[src/rtl/capture_ctrl_pkg.sv]
// -----------------------------------------------------------------------------
// capture_ctrl_pkg
//   Shared definitions for the capture RAM write controller.
//   - cap_state_e : controller state encoding
//   - CAP_ADDR_W  : default RAM address width
//   - CAP_DEPTH   : default RAM depth in words
//   - clamp_len() : maps a requested capture length onto 1..depth
// -----------------------------------------------------------------------------
package capture_ctrl_pkg;

    localparam int CAP_ADDR_W = 10;
    localparam int CAP_DEPTH  = 2 ** CAP_ADDR_W;

    typedef enum logic [1:0] {
        IDLE    = 2'd0,
        ARMED   = 2'd1,
        CAPTURE = 2'd2,
        DONE    = 2'd3
    } cap_state_e;

    // A length of 0, or anything beyond the RAM depth, means "fill the RAM".
    function automatic logic [31:0] clamp_len(input logic [31:0] len_in,
                                              input logic [31:0] depth);
        if ((len_in == 32'd0) || (len_in > depth)) begin
            return depth;
        end
        return len_in;
    endfunction

endpackage

[src/rtl/capture_sample_filter.sv]
// -----------------------------------------------------------------------------
// capture_sample_filter
//   Selects which stream samples get written during a capture: a sample must
//   be valid and on the latched channel, and then only 1 of every decim+1 such
//   matches is kept. The first match after a clear is always kept.
// Ports:
//   clk, rst   clock, asynchronous active-high reset
//   clear      arm-edge pulse: latch ch_sel/decim, restart decimation count
//   ch_sel     channel to capture (sampled on clear)
//   decim      decimation factor minus one (sampled on clear)
//   enable     controller is accepting samples this cycle
//   in_valid   stream sample valid
//   in_ch      stream channel index
//   keep       combinational: write the current sample
// -----------------------------------------------------------------------------
module capture_sample_filter #(
    parameter int CH_W  = 8,
    parameter int DEC_W = 8
) (
    input  logic             clk,
    input  logic             rst,
    input  logic             clear,
    input  logic [CH_W-1:0]  ch_sel,
    input  logic [DEC_W-1:0] decim,
    input  logic             enable,
    input  logic             in_valid,
    input  logic [CH_W-1:0]  in_ch,
    output logic             keep
);

    logic [CH_W-1:0]  ch_q;
    logic [DEC_W-1:0] decim_q;
    logic [DEC_W-1:0] dec_cnt;
    logic             match;

    assign match = enable & in_valid & (in_ch == ch_q);
    // Count 0 marks a kept match; the counter only moves on matches.
    assign keep  = match & (dec_cnt == '0);

    // NOTE: sequential state uses non-blocking assignments so every register
    // samples the pre-edge values, independent of statement order.
    always_ff @(posedge clk or posedge rst) begin
        if (rst) begin
            ch_q    <= '0;
            decim_q <= '0;
            dec_cnt <= '0;
        end else if (clear) begin
            ch_q    <= ch_sel;
            decim_q <= decim;
            dec_cnt <= '0;
        end else if (match) begin
            dec_cnt <= (dec_cnt == decim_q) ? '0 : dec_cnt + 1'b1;
        end
    end

endmodule

[src/rtl/capture_write_ctrl.sv]
// -----------------------------------------------------------------------------
// capture_write_ctrl
//   Drives port A of the capture pixel RAM. An arm rising edge starts a
//   capture (immediately, or after trig when trig_en is set); kept samples of
//   the selected channel are written at consecutive addresses until len words
//   are stored, then done is raised and held until the next arm edge. Dropping
//   arm while busy aborts. All outputs are registered.
// Ports:
//   clk, rst            clock, asynchronous active-high reset
//   arm                 level; rising edge starts, low level aborts
//   trig_en, trig       wait-for-trigger select, external trigger
//   len                 words to capture (0 or > depth means depth)
//   ch_sel, decim       channel select, keep 1 of decim+1 matches
//   in_valid/ch/data    channelised sample stream
//   bram_we, bram_en_a  port-A write enable / enable
//   bram_addr           port-A address (low bits of wr_count)
//   bram_wr_data        port-A write data
//   busy, done          in ARMED/CAPTURE; sticky capture complete
//   wr_count            words written in the current or last capture
// -----------------------------------------------------------------------------
module capture_write_ctrl
    import capture_ctrl_pkg::*;
#(
    parameter int ADDR_W = CAP_ADDR_W,
    parameter int DATA_W = 32,
    parameter int CH_W   = 8,
    parameter int DEC_W  = 8
) (
    input  logic              clk,
    input  logic              rst,
    input  logic              arm,
    input  logic              trig_en,
    input  logic              trig,
    input  logic [ADDR_W:0]   len,
    input  logic [CH_W-1:0]   ch_sel,
    input  logic [DEC_W-1:0]  decim,
    input  logic              in_valid,
    input  logic [CH_W-1:0]   in_ch,
    input  logic [DATA_W-1:0] in_data,
    output logic              bram_we,
    output logic              bram_en_a,
    output logic [ADDR_W-1:0] bram_addr,
    output logic [DATA_W-1:0] bram_wr_data,
    output logic              busy,
    output logic              done,
    output logic [ADDR_W:0]   wr_count
);

    localparam logic [31:0] DEPTH = 32'(1) << ADDR_W;

    cap_state_e      state, state_next;
    logic            arm_q;
    logic [ADDR_W:0] len_q;
    logic            arm_edge;
    logic            start;
    logic            filt_en;
    logic            keep;

    assign arm_edge = arm & ~arm_q;
    assign start    = arm_edge & ((state == IDLE) || (state == DONE));
    // Once the last word is registered, wr_count already equals len_q in the
    // following cycle; gating here drops matches arriving after the final one.
    assign filt_en  = (state == CAPTURE) & arm & (wr_count != len_q);

    capture_sample_filter #(
        .CH_W  (CH_W),
        .DEC_W (DEC_W)
    ) u_filter (
        .clk      (clk),
        .rst      (rst),
        .clear    (start),
        .ch_sel   (ch_sel),
        .decim    (decim),
        .enable   (filt_en),
        .in_valid (in_valid),
        .in_ch    (in_ch),
        .keep     (keep)
    );

    // NOTE: state_next gets a default before the case so every path assigns
    // it and no latch is inferred.
    always_comb begin
        state_next = state;
        case (state)
            IDLE, DONE: begin
                if (arm_edge) state_next = trig_en ? ARMED : CAPTURE;
            end
            ARMED: begin
                if (!arm)      state_next = IDLE;
                else if (trig) state_next = CAPTURE;
            end
            CAPTURE: begin
                if (!arm)                  state_next = IDLE;
                else if (wr_count == len_q) state_next = DONE;
            end
            default: state_next = IDLE;
        endcase
    end

    always_ff @(posedge clk or posedge rst) begin
        if (rst) begin
            state        <= IDLE;
            arm_q        <= 1'b1;  // arm held through reset must not start a capture
            len_q        <= '0;
            bram_we      <= 1'b0;
            bram_en_a    <= 1'b0;
            bram_addr    <= '0;
            bram_wr_data <= '0;
            busy         <= 1'b0;
            done         <= 1'b0;
            wr_count     <= '0;
        end else begin
            state     <= state_next;
            arm_q     <= arm;
            // busy/done follow the registered state so they align with it.
            busy      <= (state_next == ARMED) || (state_next == CAPTURE);
            done      <= (state_next == DONE);
            bram_we   <= keep;
            bram_en_a <= keep;
            if (start) begin
                len_q    <= (ADDR_W+1)'(clamp_len(32'(len), DEPTH));
                wr_count <= '0;
            end else if (keep) begin
                bram_addr    <= wr_count[ADDR_W-1:0];
                bram_wr_data <= in_data;
                wr_count     <= wr_count + 1'b1;
            end
        end
    end

endmodule

[config.mk]
export PLATFORM = sky130hd
export DESIGN_NAME = capture_write_ctrl
export DESIGN_NICKNAME = d
export VERILOG_FILES = /design/src/rtl/capture_ctrl_pkg.sv /design/src/rtl/capture_sample_filter.sv /design/src/rtl/capture_write_ctrl.sv
export SDC_FILE = /design/constraint.sdc
export NUM_CORES = 1
export LEC_CHECK = 0
export ABC_AREA = 1
export BUFFER_PORTS_ARGS = -buffer_cell sky130_fd_sc_hd__buf_2
export CORE_MARGIN = 5
export CORE_UTILIZATION = 53
export DETAILED_ROUTE_END_ITERATION = 10
export PLACE_DENSITY = 0.87
export SLEW_MARGIN = 20
export SYNTH_ARGS = -nofsm -noshare
export SYNTH_HDL_FRONTEND = slang
export SYNTH_SLANG_ARGS = --single-unit
[constraint.sdc]
create_clock -name clk -period 3.5 [get_ports clk]
set_input_delay 0.7 -clock clk [delete_from_list [all_inputs] [get_ports clk]]
set_output_delay 0.7 -clock clk [all_outputs]
set_load 0.03 [all_outputs]
==> results of run 1 <==
how the worst max path moves through the flow:
stage / endpoint / slack, ns / cells past startpoint
final: bram_addr[4] / 0.84 / 8
after global routing: bram_addr[2] / 0.59 / 8
after CTS: bram_addr[4] / 0.82 / 8
after detailed placement: bram_addr[4] / 0.80 / 9
after global placement: bram_addr[8] / 0.93 / 9
after floorplan: bram_addr[0] / 0.35 / 1
logic make-up after synthesis:
logic type | Yosys count | share of synthesized area (%)
xor+xnor | 27 | 4.908
simple gates | 316 | 29.50
buf+inv | 77 | 8.231
fa+ha+maj | 6 | 1.558
flops | 94 | 48.84
compound gates | 52 | 6.959
synthesized netlist by cell type, types with 7 or more instances:
| cell | count | area [µm²] |
|---|---|---|
| nand2_1 | 205 | 769.5 |
| dfrtp_1 | 93 | 2327 |
| nand3_1 | 49 | 245.2 |
| inv_1 | 43 | 161.4 |
| nor2_1 | 22 | 82.58 |
| o21ai_2 | 17 | 148.9 |
| o21ai_0 | 16 | 80.08 |
| xor2_1 | 14 | 122.6 |
| xnor2_1 | 13 | 113.9 |
| inv_2 | 12 | 45.04 |
| buf_6 | 10 | 112.6 |
| nor3_1 | 10 | 50.05 |
| o21ai_1 | 7 | 35.03 |
final cells by class:
cell class	count	area (µm²)	area share, %
Tap cell	108	135.1	2.402
Multi-Input combinational cell	401	2068	36.76
Sequential cell	94	2354	41.83
Timing Repair Buffer	132	680.7	12.10
Inverter	55	207.7	3.691
Clock inverter	7	57.56	1.023
Clock buffer	9	123.9	2.201
power groups by stage:
stage / registers, W / logic [W] / clock network, W
after floorplan: 0.00152 / 0.000776 / 0
after global placement: 0.00146 / 0.00102 / 0
after detailed placement: 0.00147 / 0.00107 / 0
after CTS: 0.00145 / 0.00108 / 0.000697
after global routing: 0.00147 / 0.00121 / 0.000740
final: 0.00145 / 0.00107 / 0.000682
registers in the layout, summed over array words and instances, names as in the netlist:
signal,flops
arm_q,1
wr_count,11
len_q,11
bram_wr_data,32
busy,1
u_filter.ch_q,8
state,2
u_filter.decim_q,8
done,1
bram_en_a,1
u_filter.dec_cnt,8
bram_addr,10
placed cells by master, fill, tap and decap left out, types with 13 or more instances in the layout:
master   netlist  routed
xor2_1        14      14
nor2_1        22      22
o21ai_0       16      16
o21ai_2       17      17
nand3_1       49      49
inv_1         43      42
nand2_1      205     205
buf_2          5     129
dfrtp_1       93      93
xnor2_1       13      13
worst max-delay path, cell delays in order, from the launching register on:
cell and delay [ns]:
dfrtp_1 0.43, inv_1 0.08, ha_1 0.35, inv_1 0.14, nor2_4 0.06, inv_2 0.37, nand4_4 0.71, nand2_1 0.29
o21ai_2 0.08
layer usage:
| metal | share of wire [%] | up-vias | track usage, % |
|---|---|---|---|
| met2 | 49 | 129 | 34.15 |
| met4 | 1.7 | 0 | 6.373 |
| met5 | 0 | - | 0 |
| li1 | - | 2043 | - |
| met3 | 5.9 | 18 | 3.178 |
| met1 | 43 | 1883 | 25.97 |
metrics by stage:
stage / hold slack, ns / instance area (µm²) / total power, W
2_1_floorplan: 0.4625 / 4818 / 0.002291
3_3_place_gp: 0.4563 / 5445 / 0.002475
3_5_place_dp: 0.4633 / 5445 / 0.002533
4_1_cts: 0.4389 / 5627 / 0.003218
5_1_grt: 0.4416 / 5627 / 0.003421
6_report: 0.4121 / 5627 / 0.003197
==> results.toml, run 1 <==
[routing]
drt.antenna.violating_nets = 0
vias_per_cell = 5.053
number_of_violations_reported_at_the_end_of_detailed_routing_iteration_0 = 173
via_count = 4073
post_detailed_routing_wire_length_um = 10870
1st_pass_router_iterations = 4
post-route-drc-count = 0
wire_per_inst_um = 13.49

[placement]
dp_worst_setup_slack_ns = 0.7994
post-dp-hpwl_um = 8042
gp_congestion = 0.8655
place.port_buffers = 129
cell_count_post_placement = 790

[clocking]
post_cts_buffers = 0
clock_latency_ns = 0.37
clock_sinks = 94
cts_buffer_depth = 2
clk_transition_reported_paths_ns = 0.10
cts_inserted_buffers = 9
cts_root_buf = "clkbuf_8"
cts-resized-gates = 0
ctsHtreeMaxLevel = 3
cts_tree = "done"
post_cts_hold_buffer_count = 0

[power_and_ir_drop]
switching_share_pct = 39.39
vdd.ir_drop.worst_mv = 0.3282
pwr_density_cell_nw_per_um2 = 568.2
power.share.sequential_pct = 45.2
p_int_w = 0.001938
combPwrFrac_pct = 33.5
clock_power_share_pct = 21.3
power.leakage_nw = 3.124
netSwitchingPower_w = 0.001259

[synth]
yosys_most_used_dff = "dfrtp_1"
synth.yosys.seq_area_share_pct = 48.84
syn_inst = 572
count_of_different_cell_masters_after_synthesis = 36
synth_seq_cells = 94
synth_edf_count = 0
share_of_flip_flops_with_an_asynchronous_set_or_reset_pct = 100.0
net_count_after_synthesis = 651
synth_area_um2 = 4818
ys.warnings.count = 0
syn_avg_cell_area_um2 = 8.424

[floorplan]
core_area_um2 = 8806
die_x_um = 105.4
design.die.area_um2 = 11100
floorplan.die.height_um = 105.4
std_cell_rows = 34
start_util_pct = 54.72
io_pins = 130

[worst_setup_path]
kind_of_end_point_of_the_critical_path = "flip-flop"
worst_r2r_path_depth = 8
arrival_ns = 2.89
rr_startpoint = "state[0]"
regToRegSetupSlack_ns = 0.84
timing.rr.end = "bram_addr[4]"
cp.required_ns = 3.73
startpoint_to_endpoint_class_of_the_critical_path = "flip-flop to flip-flop"
critPathLaunch = "state[0]"
timing.critical_path.fanout_max = 51
cp-start-kind = "flip-flop"

[sta]
timing.final.max_slew_violations = 0
timing_hold_violations_final = 0
slew_headroom_pct = 46.50
max_freq_ghz = 0.3759
setup_violations = 0
fin_tns_setup_ns = 0
clock-skew-final_ns = 0.009815
setup_repair_after_global_routing_missed_its_margin = "false"
max_slew.worst_pin.slew_ns = 0.8010
finalWorstPathRequiredPeriod_ns = 2.661
final.setup.worst_slack_ns = 0.8394
fin_crit_sh_pct = 76.02

[global_routing]
grt.total_usage_pct = 19.94
first_global_vias = 3981
grt_overflow_total = 0
antenna_found_initial = 0
wire_length_of_the_first_global_routing_pass_um = 18330
grt_start_max_net_pins = 95

[layout]
area_growth_pct = 16.77
drive_gt1_share_pct = 28.94
n_antenna_cell = 0
fin_nets = 772
layout.cells.non_filler = 806
num-fill-cells = 717
layout.core_utilization_pct = 63.90

[status]
outcome = "finished, final reports clean"

[hold_path]
min_path_type = "primary input to asynchronous set/reset pin"

[flow_run]
max_cap_viol_count = 0
No activity file was read; power rests on OpenSTA's default activity.
==> run 2, diff against run 1 <==
==> constraint.sdc (replaced) <==
create_clock -name clk -period 2.7 [get_ports clk]
set_input_delay 0.54 -clock clk [delete_from_list [all_inputs] [get_ports clk]]
set_output_delay 0.54 -clock clk [all_outputs]
set_load 0.03 [all_outputs]
==> run 2 against run 1 <==
  * Worst setup slack worse by 0.30 ns
  * Fmax is 23% higher
  * Register-to-register slack worse by 0.30 ns
  * Combinational power is 29% higher
  * Routed wire length is 3.3% higher
  * Sequential power is 30% higher
  * Sequential cell count stayed put
  * Power is 30% higher
  * Critical path type unchanged
==> results.toml, run 2 (synthesis results as in run 1) <==
[layout]
num-fill-cells = 753
drive_gt1_share_pct = 29.45
fin_nets = 777
largest_registers = "bram_wr_data x32, len_q x11, wr_count x11"
area_growth_pct = 17.35
multiInputGateArea_um2 = 2068
n_antenna_cell = 0
largest_register = "bram_wr_data"
layout.core_utilization_pct = 64.21
mostFrequentLayoutCell = "nand2_1"
most-common-layout-cells = "205 x nand2_1, 129 x buf_2, 93 x dfrtp_1"
final_area_um2 = 5654
number_of_flip_flops_in_the_largest_register = 32
layout.area.seq_um2 = 2354

[global_routing]
grt_overflow_total = 0
grt_start_max_net_pins = 50
antenna_found_initial = 0
grt.total_usage_pct = 20.76
first_global_vias = 4252
wire_length_of_the_first_global_routing_pass_um = 19240

[routing]
number_of_violations_reported_at_the_end_of_detailed_routing_iteration_0 = 256
via_count = 4197
1st_pass_router_iterations = 4
post-route-drc-count = 0
post_detailed_routing_wire_length_um = 11230
wire_per_inst_um = 13.85
route.layer.met1.wl_um = 4901
drt.antenna.violating_nets = 0
routed.top_layer = "met4"
met3RoutedLength_um = 611
wire_length_on_met2_um = 5595
vias_per_cell = 5.175

[placement]
dp_worst_setup_slack_ns = 0.5456
gp_congestion = 0.8606
place.port_buffers = 129
place_area_um2 = 5473
post-dp-hpwl_um = 8447

[clocking]
clock_sinks = 94
cts_buffer_depth = 2
clk_transition_reported_paths_ns = 0.10
post_cts_buffers = 0
cts_inserted_buffers = 9
post_cts_hold_buffer_count = 0
ctsHtreeMaxLevel = 3
clock_latency_ns = 0.36
cts_root_buf = "clkbuf_8"
cts-resized-gates = 0
cts_tree = "done"

[floorplan]
design.die.area_um2 = 11100
die_x_um = 105.4
floorplan.die.height_um = 105.4
start_util_pct = 54.72
std_cell_rows = 34
core_area_um2 = 8806
io_pins = 130

[worst_setup_path]
cp.required_ns = 2.94
cp_slowest_stage_delay_ns = 0.43
cp_top_family = "simple AND/OR/NAND/NOR gates"
cp-start-kind = "flip-flop"
cpMostUsedCell = "nand2_1"
timing.critical_path.buf_inv = 3
kind_of_end_point_of_the_critical_path = "flip-flop"
startpoint_to_endpoint_class_of_the_critical_path = "flip-flop to flip-flop"
max_stage_delay_cell_worst_path = "dfrtp_1"
arrival_ns = 2.40
timing.critical_path.fanout_max = 24
crit_chain = "inv_1, ha_1, nand2_1, inv_2, nand2_2, nor2_2, nand3_2, nor2_4, nand4_4, buf_4, nand2_1, o21ai_2"

[sta]
finalWorstPathRequiredPeriod_ns = 2.161
max_slew.worst_pin.slew_ns = 0.6202
setup_repair_after_global_routing_missed_its_margin = "false"
timing_hold_violations_final = 0
timing.final.max_slew_violations = 0
slew_headroom_pct = 58.65
fin_crit_sh_pct = 80.03
final.setup.worst_slack_ns = 0.5392
fin_tns_setup_ns = 0
setup_violations = 0
clock-skew-final_ns = 0.01305
max_freq_ghz = 0.4628

[flow_run]
max_cap_viol_count = 0

[status]
outcome = "finished, final reports clean"

[hold_path]
min_path_type = "primary input to asynchronous set/reset pin"

[power_and_ir_drop]
pwr_density_cell_nw_per_um2 = 734.3
vdd.ir_drop.worst_mv = 0.3990
power.leakage_nw = 3.144
p_total_w = 0.004152
==> run 2: cell types whose count changed in the layout (fill, tap and decap cells not counted), sizes merged <==
| cell | before | now |
|---|---|---|
| buf | 132 | 137 |
| inv | 57 | 56 |
| clkbuf | 9 | 10 |
==> run 2: per-stage QoR <==
stage,instances,hold slack [ns]
3_3_place_gp,795,0.4571
2_1_floorplan,572,0.4625
6_report,811,0.1468
3_5_place_dp,795,0.4617
5_1_grt,811,0.1724
4_1_cts,811,0.1451
==> run 2: per-layer routing <==
layer	up-vias	GRT usage, %
met3	13	3.362
met1	2005	26.08
met2	128	37.16
met5	-	0
li1	2051	-
met4	0	5.530
==> run 2: area by class of cell <==
| type | instances | share of cell area, % |
|---|---|---|
| Tap cell | 108 | 2.390 |
| Clock buffer | 10 | 2.434 |
| Sequential cell | 94 | 41.62 |
| Inverter | 55 | 3.718 |
| Multi-Input combinational cell | 401 | 36.58 |
| Clock inverter | 6 | 0.7745 |
| Timing Repair Buffer | 137 | 12.48 |
==> run 2: power by group <==
part	switching, W	internal, W
Clock	0.000520	0.000366
Combinational	0.000890	0.000493
Sequential	0.000203	0.00168
==> run 2: worst paths after layout <==
kind	cells after the start	slack (ns)	to	start
setup / recovery	12	0.54	bram_addr[2]	state[0]
hold reg to reg	2	0.49	bram_wr_data[0]	bram_wr_data[0]
min in group clk	1	0.31	arm_q	arm
max in group asynchronous	3	1.62	bram_en_a	rst
setup reg to reg	12	0.54	bram_addr[2]	state[0]
hold / removal	2	0.15	wr_count[8]	rst
==> run 3, diff against run 2 <==
--- a/config.mk
+++ b/config.mk
@@ -5,10 +5,10 @@
 export SDC_FILE = /design/constraint.sdc
 export NUM_CORES = 1
 export LEC_CHECK = 0
-export ABC_AREA = 1
+export ABC_AREA = 0
 export BUFFER_PORTS_ARGS = -buffer_cell sky130_fd_sc_hd__buf_2
 export CORE_MARGIN = 5
-export CORE_UTILIZATION = 53
+export CORE_UTILIZATION = 52
 export DETAILED_ROUTE_END_ITERATION = 10
 export PLACE_DENSITY = 0.87
 export SLEW_MARGIN = 20
==> constraint.sdc (replaced) <==
create_clock -name clk -period 2.1 [get_ports clk]
set_input_delay 0.42 -clock clk [delete_from_list [all_inputs] [get_ports clk]]
set_output_delay 0.42 -clock clk [all_outputs]
set_load 0.03 [all_outputs]
==> run 3 against run 2 <==
  * The run now ends with setup timing left
  * Highest routed layer unchanged
  * First-iteration DRC count decreased by 37%
  * Core utilization increased by 8.7 points
  * Largest cell class unchanged
  * Via count decreased by 11%
  * Global-route usage increased by 0.42 points
  * Critical path depth decreased by 5
==> results.toml, run 3 <==
[status]
outcome = "complete, but fails checks"
failing_checks = "setup timing"

[clocking]
cts_inserted_buffers = 9
cts_tree = "done"
clock_sinks = 94
cts_buffer_depth = 2
post_cts_hold_buffer_count = 0
ctsHtreeMaxLevel = 3
clk_transition_reported_paths_ns = 0.10
clock_latency_ns = 0.36
cts_root_buf = "clkbuf_8"

[worst_setup_path]
arrival_ns = 2.47
startpoint_to_endpoint_class_of_the_critical_path = "flip-flop to flip-flop"
cp-start-kind = "flip-flop"
timing.critical_path.buf_inv = 1
timing.critical_path.fanout_max = 6
crit_chain = "inv_2, ha_4, nand3_2, or2b_4, or4_4, or3_4, a21oi_2"
cp.required_ns = 2.38
cp_slowest_stage_delay_ns = 0.62
kind_of_end_point_of_the_critical_path = "flip-flop"
cp_top_family = "simple AND/OR/NAND/NOR gates"
max_stage_delay_cell_worst_path = "or4_4"

[global_routing]
global_routing_met2_resource_utilization_pct = 36.40
grt_overflow_total = 0
grt.total_usage_pct = 21.19
grt_start_max_net_pins = 95
global_route.peak_usage_layer = "met2"
first_global_vias = 3776
globalRouteMet3Util_pct = 4.601
wire_length_of_the_first_global_routing_pass_um = 17680
antenna_found_initial = 0
grt_use_met1_pct = 26.81

[sta]
setup_violations = 46
timing.final.max_slew_violations = 0
slew_headroom_pct = 66.35
max_freq_ghz = 0.4572
fin_tns_setup_ns = -1.445
timing_hold_violations_final = 0
clock-skew-final_ns = 0.01696
hold_ws_ns = 0.1828
max_slew.worst_pin.slew_ns = 0.5026
final.setup.worst_slack_ns = -0.08719
setup_repair_after_global_routing_missed_its_margin = "true"
finalWorstPathRequiredPeriod_ns = 2.187
fin_crit_sh_pct = 104.2

[synth]
net_count_after_synthesis = 477
post-synth-top-area-fraction_pct = 52.26
synth_edf_count = 0
count_of_different_cell_masters_after_synthesis = 53
yosys_most_used_dff = "dfrtp_1"
synth_seq_cells = 94
post-synth-top-count-cell = "dfrtp_1"
yosys-top-cells-area = "dfrtp_1 52%, mux2_2 11%, nand2_1 6.6%, xnor2_1 5.3%, ha_1 1.7%"
synth_top_cell_by_area = "dfrtp_1"
synth_area_um2 = 4453
synth.yosys.seq_area_share_pct = 52.85
ys.warnings.count = 0
share_of_flip_flops_with_an_asynchronous_set_or_reset_pct = 100.0
syn_inst = 398
netlist_top_cells_count = "93 x dfrtp_1, 78 x nand2_1, 42 x mux2_2"
syn_avg_cell_area_um2 = 11.19

[power_and_ir_drop]
combPwrFrac_pct = 31.2
power.leakage_nw = 3.146
p_int_w = 0.003625
switching_share_pct = 32.67
netSwitchingPower_w = 0.001759
clock_power_share_pct = 25.3
vdd.ir_drop.worst_mv = 0.6314
power.share.sequential_pct = 43.5
pwr_density_cell_nw_per_um2 = 889.3

[routing]
post-route-drc-count = 0
number_of_violations_reported_at_the_end_of_detailed_routing_iteration_0 = 161
1st_pass_router_iterations = 4
via_count = 3722
wire_per_inst_um = 17.06
drt.antenna.violating_nets = 0
vias_per_cell = 5.457
post_detailed_routing_wire_length_um = 11640

[floorplan]
floorplan.die.height_um = 102.5
io_pins = 130
die_x_um = 102.5
std_cell_rows = 33
design.die.area_um2 = 10510
start_util_pct = 53.66
core_area_um2 = 8299

[placement]
dp_worst_setup_slack_ns = -0.1521
gp_congestion = 0.9306
place.port_buffers = 129
place_area_um2 = 5508
post-dp-hpwl_um = 7958
cell_count_post_placement = 650

[layout]
mostFrequentLayoutCell = "buf_2"
area_growth_pct = 35.94
drive_gt1_share_pct = 50.26
number_of_flip_flops_in_the_largest_register = 32
largest_register = "bram_wr_data"
largest_registers = "bram_wr_data x32, len_q x11, wr_count x11"
fin_nets = 651
final_area_um2 = 6053
layout.cells.non_filler = 682
most-common-layout-cells = "129 x buf_2, 83 x dfrtp_1, 75 x nand2_1"
n_antenna_cell = 0

[flow_run]
max_cap_viol_count = 0

[hold_path]
min_path_type = "primary input to asynchronous set/reset pin"
-- run 3: kinds of logic (layout without fill, tap and decap cells) --
group | after synthesis | in the layout | share of synthesized area, %
adders and majority gates | 6 | 6 | 1.686
xor gates and xnor gates | 28 | 28 | 5.507
DFF | 94 | 94 | 52.85
and+or+nand+nor | 151 | 152 | 17.48
buffers and inverters | 26 | 204 | 3.175
muxes | 49 | 49 | 12.19
AOI/OAI and AO/OA | 44 | 44 | 7.110
-- run 3: cell type report --
class | instances | area, µm²
clock buffers | 10 | 137.6
clock inverters | 6 | 92.59
fillers | 577 | 2246
inverters | 7 | 30.03
multi-input cells | 279 | 2155
flip-flops and latches | 94 | 2366
well taps | 105 | 131.4
repair buffers | 181 | 1141
-- run 3: timing repair --
item	CTS	global route
resized for setup	10	23
setup buffers	4	10
pin swaps	3	11
cloned	1	3
setup endpoints to repair	49	60
-- run 3: worst register-to-register path: cells and delay by family (launching register included) --
family          cells  cell delay, ns
compound gates      1            0.14
fa+ha+maj           1            0.13
buf+inv             1            0.08
flops               1            0.41
simple gates        4            1.36
-- run 3: metal layers --
metal | routed length, µm | vias up
li1 | - | 1746
met1 | 4654 | 1809
met2 | 5708 | 150
met3 | 1114 | 17
met4 | 157 | 0
met5 | 0 | -
-- run 3: path summary, 6_finish.rpt --
path	start	to	slack (ns)	cells past startpoint
min in group clk	arm	arm_q	0.19	1
min reg2reg	u_filter.ch_q[1]	u_filter.ch_q[1]	0.50	2
min	rst	len_q[9]	0.18	3
max	state[0]	wr_count[0]	-0.09	7
max reg2reg	state[0]	wr_count[0]	-0.09	7
max in group asynchronous	rst	wr_count[0]	1.52	3
-- run 3: per-stage QoR --
stage / total power, W / util (%)
final: 0.005383 / 72.94
after CTS: 0.005196 / 70.10
after global placement: 0.003681 / 66.37
after global routing: 0.005675 / 72.94
after floorplan: 0.003279 / -
after detailed placement: 0.003783 / 66.37
-- run 3: power groups by stage --
stage | combinational [W] | clock, W | sequential [W]
after floorplan | 0.000911 | 0 | 0.00237
after global placement | 0.00134 | 0 | 0.00235
after detailed placement | 0.00142 | 0 | 0.00236
after CTS | 0.00148 | 0.00139 | 0.00233
after global routing | 0.00183 | 0.00147 | 0.00237
final | 0.00168 | 0.00136 | 0.00234
